**config.mk**
```make
export PLATFORM = sky130hd
export DESIGN_NAME = uart_tx_arbiter
export DESIGN_NICKNAME = d
export VERILOG_FILES = /design/src/rtl/uart_pkg.sv /design/src/rtl/rr_arbiter.sv /design/src/rtl/uart_tx_arbiter.sv
export SDC_FILE = /design/constraint.sdc
export NUM_CORES = 1
export LEC_CHECK = 0
export ABC_AREA = 0
export CAP_MARGIN = 20
export CORE_ASPECT_RATIO = 1.4
export CORE_MARGIN = 8
export CORE_UTILIZATION = 51
export CTS_BUF_LIST = sky130_fd_sc_hd__clkbuf_16
export CTS_CLUSTER_DIAMETER = 200
export DETAILED_ROUTE_END_ITERATION = 8
export HOLD_SLACK_MARGIN = 0.12
export PLACE_DENSITY = 0.87
export SLEW_MARGIN = 20
export SYNTH_ARGS = -nofsm -noshare
export SYNTH_HDL_FRONTEND = slang
export SYNTH_SLANG_ARGS = --single-unit
```
**constraint.sdc**
```tcl
create_clock -name clk -period 5.1 [get_ports clk]
set_input_delay 1.02 -clock clk [delete_from_list [all_inputs] [get_ports clk]]
set_output_delay 1.02 -clock clk [all_outputs]
set_load 0.01 [all_outputs]
```
**src/rtl/uart_pkg.sv**
```systemverilog
// Shared definitions for the UART transmit arbiter: FSM states and the
// channel-ID header byte format.
package uart_pkg;

  typedef enum logic [2:0] {
    ST_IDLE,
    ST_HDR,
    ST_LOAD,
    ST_WAIT_DONE,
    ST_DRAIN
  } arb_state_t;

  localparam logic [3:0] HDR_TAG = 4'hA;

  function automatic logic [7:0] hdrByte(input logic [2:0] id);
    return {HDR_TAG, 1'b0, id};
  endfunction

endpackage

```
**src/rtl/rr_arbiter.sv**
```systemverilog
// Combinational round-robin pick: the first asserted request at or after the
// pointer, wrapping modulo NUM_REQ, as a one-hot grant plus its index.
module rr_arbiter #(
  parameter int NUM_REQ = 4,
  parameter int IW      = 2
) (
  input  logic [NUM_REQ-1:0] i_req,
  input  logic [IW-1:0]      i_ptr,
  output logic [NUM_REQ-1:0] o_grant,
  output logic [IW-1:0]      o_idx
);

  logic w_found;

  always_comb begin
    o_grant = '0;
    o_idx   = '0;
    w_found = 1'b0;
    for (int k = 0; k < NUM_REQ; k++) begin
      if (!w_found && i_req[(int'(i_ptr) + k) % NUM_REQ]) begin
        w_found = 1'b1;
        o_grant[(int'(i_ptr) + k) % NUM_REQ] = 1'b1;
        o_idx = IW'((int'(i_ptr) + k) % NUM_REQ);
      end
    end
  end

endmodule

```
**src/rtl/uart_tx_arbiter.sv**
```systemverilog
// Shares one uart_tx between NUM_REQ packetised byte streams: round-robin
// grants of whole packets (capped at MAX_BURST bytes), optional header byte.
module uart_tx_arbiter
  import uart_pkg::*;
#(
  parameter int NUM_REQ   = 4,
  parameter int MAX_BURST = 16,
  parameter bit HDR_EN    = 1'b1
) (
  input  logic                 clk,
  input  logic                 rst_n,
  input  logic [NUM_REQ-1:0]   req_valid_in,
  input  logic [8*NUM_REQ-1:0] req_data_in,
  input  logic [NUM_REQ-1:0]   req_last_in,
  output logic [NUM_REQ-1:0]   req_ready_out,
  output logic [NUM_REQ-1:0]   grant_out,
  output logic                 busy_out,
  output logic                 tx_dv_out,
  output logic [7:0]           tx_b_out,
  input  logic                 tx_active_in,
  input  logic                 tx_done_in
);

  localparam int IW = $clog2(NUM_REQ);
  localparam int CW = $clog2(MAX_BURST + 1);

  arb_state_t         r_state, w_nextState;
  logic [NUM_REQ-1:0] r_grant, w_nextGrant, w_arbGrant;
  logic [IW-1:0]      r_gntIdx, w_nextGntIdx, w_arbIdx;
  logic [IW-1:0]      r_rrPtr, w_nextPtr;
  logic [CW-1:0]      r_byteCnt, w_nextCnt;
  logic               r_hdrFlag, w_nextHdr;
  logic               r_lastFlag, w_nextLast;
  logic               r_txDv, w_nextTxDv;
  logic [7:0]         r_txB, w_nextTxB;
  logic               w_accept;

  rr_arbiter #(
    .NUM_REQ(NUM_REQ),
    .IW     (IW)
  ) u_rr (
    .i_req  (req_valid_in),
    .i_ptr  (r_rrPtr),
    .o_grant(w_arbGrant),
    .o_idx  (w_arbIdx)
  );

  assign w_accept      = (r_state == ST_LOAD) && |(r_grant & req_valid_in);
  assign req_ready_out = (r_state == ST_LOAD) ? (r_grant & req_valid_in) : '0;
  assign grant_out     = r_grant;
  assign tx_dv_out     = r_txDv;
  assign tx_b_out      = r_txB;
  // DRAIN only waits out a frame left over from before reset, so it is not a packet of ours.
  assign busy_out      = (r_state != ST_IDLE) && (r_state != ST_DRAIN);

  always_comb begin
    w_nextState  = r_state;
    w_nextGrant  = r_grant;
    w_nextGntIdx = r_gntIdx;
    w_nextPtr    = r_rrPtr;
    w_nextCnt    = r_byteCnt;
    w_nextHdr    = r_hdrFlag;
    w_nextLast   = r_lastFlag;
    w_nextTxB    = r_txB;
    w_nextTxDv   = 1'b0;
    case (r_state)
      ST_DRAIN: begin
        if (!tx_active_in) w_nextState = ST_IDLE;
      end
      ST_IDLE: begin
        if (|req_valid_in && !tx_active_in) begin
          w_nextGrant  = w_arbGrant;
          w_nextGntIdx = w_arbIdx;
          w_nextCnt    = '0;
          w_nextState  = HDR_EN ? ST_HDR : ST_LOAD;
        end
      end
      ST_HDR: begin
        w_nextTxB   = hdrByte(3'(r_gntIdx));
        w_nextTxDv  = 1'b1;
        w_nextHdr   = 1'b1;
        w_nextState = ST_WAIT_DONE;
      end
      ST_LOAD: begin
        if (w_accept) begin
          w_nextTxB   = req_data_in[int'(r_gntIdx)*8 +: 8];
          w_nextTxDv  = 1'b1;
          w_nextLast  = req_last_in[r_gntIdx];
          w_nextCnt   = r_byteCnt + 1'b1;
          w_nextState = ST_WAIT_DONE;
        end
      end
      ST_WAIT_DONE: begin
        if (tx_done_in) begin
          if (r_hdrFlag) begin
            w_nextHdr   = 1'b0;
            w_nextState = ST_LOAD;
          end else if (r_lastFlag || (r_byteCnt == CW'(MAX_BURST))) begin
            w_nextGrant = '0;
            w_nextPtr   = (r_gntIdx == IW'(NUM_REQ - 1)) ? '0 : r_gntIdx + 1'b1;
            w_nextState = ST_IDLE;
          end else begin
            w_nextState = ST_LOAD;
          end
        end
      end
      default: w_nextState = ST_DRAIN;
    endcase
  end

  // Reset lands in DRAIN so a frame still shifting out of uart_tx is never overlapped.
  always_ff @(posedge clk or negedge rst_n) begin
    if (!rst_n) begin
      r_state    <= ST_DRAIN;
      r_grant    <= '0;
      r_gntIdx   <= '0;
      r_rrPtr    <= '0;
      r_byteCnt  <= '0;
      r_hdrFlag  <= 1'b0;
      r_lastFlag <= 1'b0;
      r_txB      <= '0;
      r_txDv     <= 1'b0;
    end else begin
      r_state    <= w_nextState;
      r_grant    <= w_nextGrant;
      r_gntIdx   <= w_nextGntIdx;
      r_rrPtr    <= w_nextPtr;
      r_byteCnt  <= w_nextCnt;
      r_hdrFlag  <= w_nextHdr;
      r_lastFlag <= w_nextLast;
      r_txB      <= w_nextTxB;
      r_txDv     <= w_nextTxDv;
    end
  end

endmodule

```
==> results.md <==
* CP required at 4.08 ns
* Post-layout min period at 3.45 ns
* CTS sink cnt at 27
* Detailed-route DRC error count at 0
* CTS Root Cell: clkbuf_16
* Row count at 27
* Starting DRT DRC Count at 95
* Critical path depth at 3
* Startpoint types: input pin
* Most common cell on crit path: clkdlybuf4s50_1
* Crit-path cells: clkdlybuf4s50_1, and3_1, clkdlybuf4s50_1
* Synth top area share at 0.315
* Final period util at 0.676
* R2R cell count at 6
* Post_cts resized at 0
* Nets at 306
* Die height at 91.3 um
* Via density at 6.10
* Synth async-reset ratio at 1.00
* Max_slew headroom at 0.420
* WP buf/inv at 2
* Setup repair after global routing missed its margin: no
* Leak Pwr at 1.12 nW
* FF-to-FF setup slack at 2.25 ns
* CP arrival at 2.43 ns
* Syn Inst Count at 198
* Clock Skews at 0.00153 ns
* Antenna-violating nets left at 0
* Core Util, Final at 0.699
* CP max FO at 11
* Via Count at 1793
* Dominant synthesized flop cell: dfrtp_1
* Clk_lat worst skew at 0.26 ns
* Fillers at 294
* Crit end category: output port
* VDD IR-drop max at 0.388 mV
* Number of I/O port buffers at 61
* Cell Area, Synth at 2060 um2
* CTS buffer count at 3
* Max cap viols at 0
* Reg clk slew, reported paths at 0.06 ns
* Die W at 69.8 um
* Synth unique cells at 50
* Core Box Area at 3920 um2
* Routed WL per cell at 19.1 um
* Status: finished clean
* Cell count after placement at 290
* Htree depth at 1
* Fin area at 2740 um2
* EDFF count, synth at 0
* Slowest cell on crit path: clkdlybuf4s50_1
* Tightest Pin Transition at 0.862 ns
* First-pass GRT wire length at 9090 um
* Fin. max-slew vios at 0
* Ys Warns at 0
* Reg2reg end: grant_out[2]
* Overall Global Routing Usage at 0.172
* Die area at 6370 um2
* Final WL at 5610 um
* Most frequent cells after synthesis: 26 x dfrtp_1, 20 x inv_1, 10 x ha_1, 10 x mux2i_1, 10 x mux4_2
* CTS tree: done
* Fmax achieved at 290 MHz
* Grt total ovfl at 0
* Synth area leader: dfrtp_1
* Mapped Nets at 252
* WS Path Type: in -> out
* Post-DP Area at 2660 um2
* Worst min path class: reg -> reg
* IO Count at 62
* Worst Setup EP: req_ready_out[3]
* Yosys reg bits at 27
* Avg Inst Size Synth at 10.4 um2
* Post-route insts no fill at 294
* Final setup fails at 0
* CP max stage delay at 0.66 ns
* Layout area overhead at 32.7%
* Starting Density at 0.527
* Setup TNS at 0 ns
* PD cells at 502 nW/um2
* CP delay by family, top: buffers and inverters
* Share of layout cells above drive strength 1 at 0.127
* Cell with the most instances after synthesis: dfrtp_1
* Synth area leaders: dfrtp_1 32%, mux4_2 11%, ha_1 6.1%, mux2i_1 4.9%, inv_1 3.6%
* Gpl congestion at 0.897
* Final Hold Vio Count at 0
* Crit Reg-Reg Startpoint: r_rrPtr[0]
* Post-synthesis sequential area ratio at 0.328
* Maximum clock path buffer count at 2
* Vias in the first global route at 1835
* Pin count of the biggest net entering global routing at 28
* Hold_buf cts at 0
* Critical Path Start: req_valid_in[3]
* HPWL after DPL at 4360 um
* Postcts setup bufs at 0
* Initial antenna violation count at 0
* Ant diodes at 0
* First-pass DRT Iterations at 4
==> cells by family (layout without fill, tap and decap cells) <==
group,count (synthesis),after routing,synth area share
AO/OA/AOI/OAI,44,44,0.158
adder cells (fa/ha/maj),10,10,0.0606
flip-flops,27,27,0.328
XOR/XNOR,3,3,0.0127
multiplexers,29,29,0.214
AND/OR/NAND/NOR,50,50,0.147
buffers and inverters,35,88,0.0800
==> cells in the final DEF (no fill, tap or decap), types with 5 or more instances in the layout <==
cell type | synthesis | routed
clkdlybuf4s50_1 | 0 | 61
dfrtp_1 | 26 | 26
inv_1 | 20 | 21
mux4_2 | 10 | 10
mux2i_1 | 10 | 10
ha_1 | 10 | 10
a21oi_1 | 9 | 9
nand2_1 | 9 | 9
nor2_1 | 7 | 7
o21ai_0 | 7 | 7
mux2_2 | 6 | 6
nand3b_1 | 5 | 5
==> layer usage <==
metal,wire length [um],part of all wire,track usage
met4,163,0.029,0.0723
met1,2060,0.37,0.184
met5,0,0,0
met2,3220,0.57,0.328
met3,170,0.030,0.0196
==> stage by stage <==
| step | power, mW | hold slack [ns] | setup slack [ns] |
|---|---|---|---|
| finish | 1.38 | 0.490 | 1.65 |
| global route | 1.48 | 0.518 | 1.59 |
| CTS | 1.38 | 0.494 | 1.65 |
| detailed placement | 1.20 | 0.479 | 1.65 |
| global placement | 1.18 | 0.468 | 1.68 |
| floorplan | 0.975 | 0.462 | 2.57 |
==> report_power, final <==
| group | switching (mW) | internal (mW) | total (mW) |
|---|---|---|---|
| registers | 0.129 | 0.295 | 0.424 |
| clock network | 0.0695 | 0.105 | 0.174 |
| logic | 0.365 | 0.412 | 0.777 |
==> sequential cells by signal, indices dropped and copies added (netlist names) <==
| name | flops |
|---|---|
| r_gntIdx | 2 |
| tx_b_out | 8 |
| r_hdrFlag | 1 |
| r_rrPtr | 2 |
| tx_dv_out | 1 |
| r_lastFlag | 1 |
| r_byteCnt | 5 |
| r_state | 3 |
| grant_out | 4 |
==> area by class of cell <==
cell class	instances	area, um2	share of cell area
clock buffers	3	75.1	0.0274
clock inverters	1	3.75	0.00137
inverters	20	75.1	0.0274
multi-input cells	136	1220	0.446
flip-flops and latches	27	677	0.247
well taps	43	53.8	0.0196
repair buffers	64	633	0.231
==> worst min path at each step <==
stage	startpoint	end	slack (ns)	cells after the start
2_1_floorplan	r_hdrFlag	r_hdrFlag	0.46	2
3_3_place_gp	tx_b_out[1]	tx_b_out[1]	0.47	1
3_5_place_dp	tx_b_out[0]	tx_b_out[0]	0.48	1
4_1_cts	tx_b_out[0]	tx_b_out[0]	0.49	1
5_1_grt	tx_b_out[0]	tx_b_out[0]	0.52	1
6_report	tx_b_out[0]	tx_b_out[0]	0.49	1
Note: power is estimated with default switching activity, not from simulation.
